### src/rtl/seg_display_scanner.sv
// -----------------------------------------------------------------------------
// seg_display_scanner
//
// Time-multiplexed scan controller for a 4-digit common-anode 7-segment
// display. A 16-bit shadow value is shown one hex nibble at a time. Each digit
// slot lasts CLK_DIV cycles. The first cycle of a slot is an anode dead cycle
// with all anodes off, which prevents ghosting. The remaining CLK_DIV-1 cycles
// drive the digit. Leading-zero blanking is optional.
//
// Ports:
//   clk       in   system clock, rising edge
//   rst_n     in   asynchronous active-low reset
//   data_in   in   [15:0] value to display, nibble k -> digit k (0 = rightmost)
//   dp_in     in   [3:0]  decimal-point request per digit, active-high
//   load      in   capture strobe for data_in / dp_in
//   blank_lz  in   leading-zero blanking enable (level)
//   number    out  [3:0]  nibble of the scanned digit, to the hex decoder
//   an        out  [3:0]  anode enables, active-low, one-hot-low or all-high
//   dp        out  decimal-point segment, active-low
// -----------------------------------------------------------------------------
module seg_display_scanner #(
   parameter int CLK_DIV = 50000
) (
   input  logic        clk,
   input  logic        rst_n,
   input  logic [15:0] data_in,
   input  logic [3:0]  dp_in,
   input  logic        load,
   input  logic        blank_lz,
   output logic [3:0]  number,
   output logic [3:0]  an,
   output logic        dp
);

   localparam int CW = (CLK_DIV > 1) ? $clog2(CLK_DIV) : 1;

   logic [CW-1:0] cnt_q, cnt_d;
   logic [1:0]    idx_q, idx_d;
   logic [15:0]   val_q, val_d;
   logic [3:0]    dpv_q, dpv_d;
   logic [3:0]    number_q, number_d;
   logic [3:0]    an_q, an_d;
   logic          dp_q, dp_d;
   logic          tick;
   logic [3:0]    blank;

   function automatic logic [3:0] nib(input logic [15:0] v, input logic [1:0] k);
      return v[{k, 2'b00} +: 4];
   endfunction

   assign tick = (cnt_q == CW'(CLK_DIV - 1));

   // A digit is a leading zero when it and every digit above it are zero.
   // Digit 0 is always shown, so that a value of 0 still displays "0".
   assign blank[0] = 1'b0;
   assign blank[1] = blank_lz && (val_q[15:4]  == 12'h000);
   assign blank[2] = blank_lz && (val_q[15:8]  == 8'h00);
   assign blank[3] = blank_lz && (val_q[15:12] == 4'h0);

   always_comb begin
      cnt_d    = tick ? '0 : cnt_q + CW'(1);
      idx_d    = tick ? idx_q + 2'd1 : idx_q;
      val_d    = load ? data_in : val_q;
      dpv_d    = load ? dp_in : dpv_q;
      number_d = nib(val_q, idx_q);
      an_d     = 4'b1111;
      dp_d     = 1'b1;
      if (tick) begin
         // Dead cycle. number is already presented for the next digit. It
         // uses the value being committed on this edge, so a load that
         // coincides with a tick is reflected immediately.
         number_d = nib(val_d, idx_d);
      end else if (!blank[idx_q]) begin
         an_d = ~(4'b0001 << idx_q);
         dp_d = ~dpv_q[idx_q];
      end
   end

   always_ff @(posedge clk or negedge rst_n) begin
      if (!rst_n) begin
         cnt_q    <= '0;
         idx_q    <= 2'd0;
         val_q    <= 16'h0000;
         dpv_q    <= 4'h0;
         number_q <= 4'h0;
         an_q     <= 4'b1110;
         dp_q     <= 1'b1;
      end else begin
         cnt_q    <= cnt_d;
         idx_q    <= idx_d;
         val_q    <= val_d;
         dpv_q    <= dpv_d;
         number_q <= number_d;
         an_q     <= an_d;
         dp_q     <= dp_d;
      end
   end

   assign number = number_q;
   assign an     = an_q;
   assign dp     = dp_q;

endmodule

### config.mk
export PLATFORM = sky130hd
export DESIGN_NAME = seg_display_scanner
export DESIGN_NICKNAME = d
export VERILOG_FILES = /design/src/rtl/seg_display_scanner.sv
export SDC_FILE = /design/constraint.sdc
export NUM_CORES = 1
export LEC_CHECK = 0
export ABC_CLOCK_PERIOD_IN_PS = 1900
export CORE_ASPECT_RATIO = 1.2
export CORE_MARGIN = 5
export CORE_UTILIZATION = 56
export CTS_BUF_LIST = sky130_fd_sc_hd__clkbuf_4
export DETAILED_ROUTE_END_ITERATION = 10
export PLACE_DENSITY_LB_ADDON = 0.1
export SLEW_MARGIN = 20
export SYNTH_ARGS = -nofsm -noshare
export SYNTH_HDL_FRONTEND = slang
export SYNTH_SLANG_ARGS = --single-unit
### constraint.sdc
create_clock -name clk -period 1.9 [get_ports clk]
set_input_delay 0.38 -clock clk [delete_from_list [all_inputs] [get_ports clk]]
set_output_delay 0.38 -clock clk [all_outputs]
set_load 0.02 [all_outputs]
-- Word-level counts from Yosys, hierarchy flattened
Index checks and enable logic that the tools add are counted.
- add/subtract/negate cells: 2
- order comparisons: 1
- equality and inequality tests: 1
- shift operators: 3
- mux-type cells: 12
- bitwise operators: 2
- reductions and logical operators: 6
- operators with widths (cell ; number):
    two-way mux 16 bit ; 2
    indexed part select 16 x 5 -> 4 bit ; 2
    adder 16 x 1 -> 16 bit, second input constant ; 1
    == test 16 bit, second input constant ; 1
    logical NOT 12 bit ; 1
    two-way mux 4 bit ; 3
    logical NOT 8 bit ; 1
    binary-select mux 1 bit (select 2 bit) ; 2
    logical NOT 4 bit ; 1
    two-way mux 1 bit ; 4
    NOT 4 bit ; 1
    << shifter 1 x 2 -> 4 bit, first input constant ; 1
    logical AND 1 bit ; 3
    < comparator 2 x 3 -> 1 bit, second input constant ; 1
    adder 2 x 1 -> 2 bit, second input constant ; 1
    two-way mux 2 bit ; 1
    NOT 1 bit ; 1
- register bits: 47
- input port bits: 24
- output and inout port bits: 9
- word-level logic and storage cells: 34

-- Longest topological paths before layout
- depth after elaboration: 6
- mapped depth: 5
- depth with buffers taken out: 5

-- Worst setup path after synthesis
Ideal clock, no wire load.
- kind: reg-to-reg
- start: register idx_q[1]
- end: register number_q[0] (netlist: number[0])
- setup time: 0.125 ns
- data arrival time: 1.614 ns
- data required time: 1.775 ns
- path slack: 0.161 ns
- stages on the path, launching flop included: 6
- buffers on the path: 1
- period minus slack after synthesis: 1.739 ns
- cells stage by stage: dfrtp_1 > clkbuf_1 > inv_1 > ha_1 > mux4_2 > mux2_2
- cells in the longest elaborated chain, start to end: 4
- elaborated cells on any way between the ends: 5
- those cells by class: add/sub (1); shift (2); mux (2)
- ends and longest elaborated chain (what ; RTL line ; source):
    start: declaration ; 38 ; logic [1:0] idx_q, idx_d;
    start signal: assignment ; 90 ; idx_q <= idx_d;
    adder 2 x 1 -> 2 bit ; 62 ; idx_d = tick ? idx_q + 2'd1 : idx_q;
    two-way mux 2 bit ; 62 ;
    indexed part select 16 x 5 -> 4 bit ; 48 ; return v[{k, 2'b00} +: 4];
    two-way mux 4 bit (*) ; 68 ; if (tick) begin
    named net number_d[0] ; 41 ; logic [3:0] number_q, number_d;
    end signal: assignment ; 93 ; number_q <= number_d;
    end: declaration ; 41 ;
Mark *: on every way through the listed nets, which the timed path passes. The rest lies on a longest branch.
A chain may end at the register's enable or synchronous reset.

-- Worst setup path in the final report
- start: input port load
- end: register number_q[2] (netlist: number[2])
- cells in the longest elaborated chain, start to end: 3
- ends and longest elaborated chain (what ; RTL line ; source):
    start: declaration ; 28 ; input logic load,
    two-way mux 16 bit ; 63 ; val_d = load ? data_in : val_q;
    named net val_d[6] ; 39 ; logic [15:0] val_q, val_d;
    indexed part select 16 x 5 -> 4 bit ; 48 ;
    two-way mux 4 bit ; 68 ;
    named net number_d[2] ; 41 ;
The timed path passes the listed nets, and every way through them passes these cells.

==> parameters.txt <==
Parameter                              Value

Run status
  Outcome    complete, no violations

Placed design
  Post-DP HPWL    3410 µm
  GPL Wtd Cong    between 0.8 and 0.9
  IO buf count    32

Route
  DRC marker count from the first detailed-route iteration    46
  DRT antenna net count    0
  Routed length per placed instance    roughly 17 µm
  # DRC    0
  Routed WL    roughly 4500 µm
  Total via count in the routed design    about 1,400
  Routed vias/inst    5.50
  Pre-Repair DR Iteration Count    5

Clock tree
  TritonCTS clock tree    yes
  CTS Root Cell    clkbuf_4
  Clock tree sinks    47
  Clock-pin slew of the registers on the worst-case setup and hold paths    ~120 ps
  Number of buffers between clock root and the deepest sink    2
  Clock latency on the worst-skew pair    about 350 ps
  H-tree lvl count    2
  TritonCTS buffer count    5

Setup path
  Reg2reg start    val_q[10]
  Crit path DAT    2010 ps
  Worst setup path class    primary input to register
  Largest fanout of any net on the critical path    8
  Critical Path RT    2130 ps
  Critical register-to-register path endpoint    an[2]
  Worst Reg-to-Reg Cells    4
  Startpoint class of the critical path    primary input
  Slack of the worst reg-to-reg path    150 ps
  Setup crit end kind    register

Final layout
  Share of layout cells above drive strength 1    about a quarter
  Diode count    0
  Footprint of the multi-input gates    approximately 1000 µm²
  Growth of design area from synthesis to finish    24.7%
  Most frequent cells in the layout    dfrtp_1 (43), clkdlybuf4s50_1 (26), mux2_4 (16), xnor2_1 (11), nor2_1 (11)
  Post-layout net count    roughly 230
  Most common cell after layout, fill and taps aside    dfrtp_1
  Fill cell total of the finished layout    270
  Area taken by flip-flops and latches    between 1000 and 1500 µm²

Hold path
  Hold depth    1
  Hold Crit Start    dpv_q[2]
  Kind of path behind the tightest hold check    register to register
  Hold EP    dpv_q[2]

Power
  Power density cells    about 700 nW/µm²
  Peak supply drop    0.597 mV
  Static Leak    around 1.2 nW
  Power Total    around 2 mW

Yosys
  Fraction of registers with async set or reset after synthesis    100%
  Post-synthesis net count    191
  Area fraction in and, or, nand and nor cells after synthesis    between 10% and 20%
  Post-synthesis compound-gate area fraction    around 1.2%
  Sequential area share after synthesis    between 50% and 60%
  Largest family of logic cells by synthesized area    multiplexers
  Predominant post-synthesis flop cell    dfrtp_1
  Multiplexer share of the synthesized area    between 20% and 30%
  Post-synthesis xor/xnor area fraction    5.48%
  Synth top area share    between 40 and 50%
  Post-synthesis cell count    162
  Arithmetic-cell share of the synthesized area counting full adders, half adders and majority gates    2.79%
  Synthesized flop and latch total    between 40 and 50
  Yosys top cell by area    dfrtp_1
  Avg Inst Size Synth    approximately 14 µm²
  Post-synth EDFFs    0
  Cell area after technology mapping    approximately 2200 µm²
  Post-synth cell types    29
  Synth top area cells    dfrtp_1 (48%), mux2_4 (11%), mux4_2 (9.1%), dfstp_2 (4.7%), xnor2_1 (4.3%)
  Count of warnings emitted by yosys    0

Global route
  Via count of the first global-routing pass    1,633
  Remaining global-route overflow    0
  Maximum number of pins on one net before global-route repair    28
  Global Route met1 Usage    around a quarter
  Wire length of the first global-routing pass    ~8000 µm
  Met3 layer usage reported by global route    between 4 and 5%
  M2 GR Usage    between 30% and 40%
  Most congested layer reported by global routing    met2
  Number of antenna violations at the first check in global routing    0
  GR Util All Layers    approximately a fifth

Timing
  Skew final    around 15 ps
  Least-Margin Pin Slew    around 500 ps
  Tightest slew margin relative to the limit    67.2%
  Setup repair after global routing missed its margin    false
  Hold slack final    492 ps
  Number of max-slew violations in the final report    0
  Final critical path time including I/O delays and setup    1780 ps
  Final count of hold timing violations    0
  Share of the cycle needed by the critical path after routing    between 90 and 100%
  Final sum of negative setup slack    0 ps
  Maximum operating frequency    562 MHz
  Setup Viol. Count Final    0

Die
  Initial core utilization    between 50% and 60%
  Die area    approximately 5400 µm²
  IO Count    33
  Die Span X    roughly 68 µm
  Number of rows created at floorplan    25
  Overall die height    between 70 and 80 µm
  Core area    3910 µm²

Run
  Number of maximum-capacitance constraint violations    0
## through the flow
step                      cells  utilization, %  worst slack, ps  area, µm²
after floorplan             162               -              161       2240
after global placement      249            68.0             -322       2660
after detailed placement    249            68.0             -388       2660
after CTS                   259            71.1             29.8       2780
after global routing        259            71.4             26.8       2790
final                       259            71.4              121       2790
## cell usage after synthesis (all sizes together) (2+ instances only)
cell type	instances
mux4	9
mux2	25
nand2	8
buf	5
a21oi	2
inv	4
nand3	9
nor3	4
dfrtp	43
nor4	3
nor2	11
dfstp	4
xor2	3
xnor2	11
ha	5
nand4	5
and4	2
and3	2
## how the worst max path moves through the flow
stage / from / cells after the start / to
3_3_place_gp: load / 5 / number[1]
6_report: load / 5 / number[2]
5_1_grt: val_q[10] / 4 / an[3]
2_1_floorplan: idx_q[1] / 5 / number[0]
4_1_cts: an[1] / 1 / an[1]
3_5_place_dp: load / 5 / number[1]
## final cells by class
class | count | area share (%)
sequential | 47 | 42.3
timing repair buffer | 41 | 15.9
clock buffer | 7 | 1.88
clock inverter | 1 | 1.08
inverter | 4 | 0.538
multi-input combinational | 105 | 35.9
tap | 54 | 2.42
## logic make-up after synthesis
group                    Yosys count
multiplexers                      34
flip-flops                        47
AO/OA/AOI/OAI                      4
buffers and inverters             10
XOR/XNOR                          14
AND/OR/NAND/NOR                   48
adder cells (fa/ha/maj)            5
## power breakdown
part	leakage [nW]	switching (mW)	internal, mW
Clock	0.0463	0.297	0.308
Combinational	0.595	0.0890	0.166
Sequential	0.574	0.0385	1.05
Total	1.22	0.424	1.53
## repair_timing
action	CTS	global route
buffers inserted	0	0
endpoints found under the hold margin	19	0
endpoints found under the setup margin	1	4
hold buffers	1	0
gates resized for setup	1	4
gates cloned	1	0
## sequential cells by signal, indices dropped and copies added, names as in the netlist
signal / flops
an: 4
cnt_q: 16
dp: 1
dpv_q: 4
idx_q: 2
number: 4
val_q: 16
## routing by layer
metal,up-vias,wire (µm)
met5,-,0
met4,0,129
met3,12,175
met2,42,2470
met1,706,1750
li1,664,-
## critical path: stages
cell           delay, ps
dlygate4sd2_1        290
bufbuf_16            310
mux2_4               310
mux4_2               450
mux2_2               280
Power figures use the tool's default switching activity.
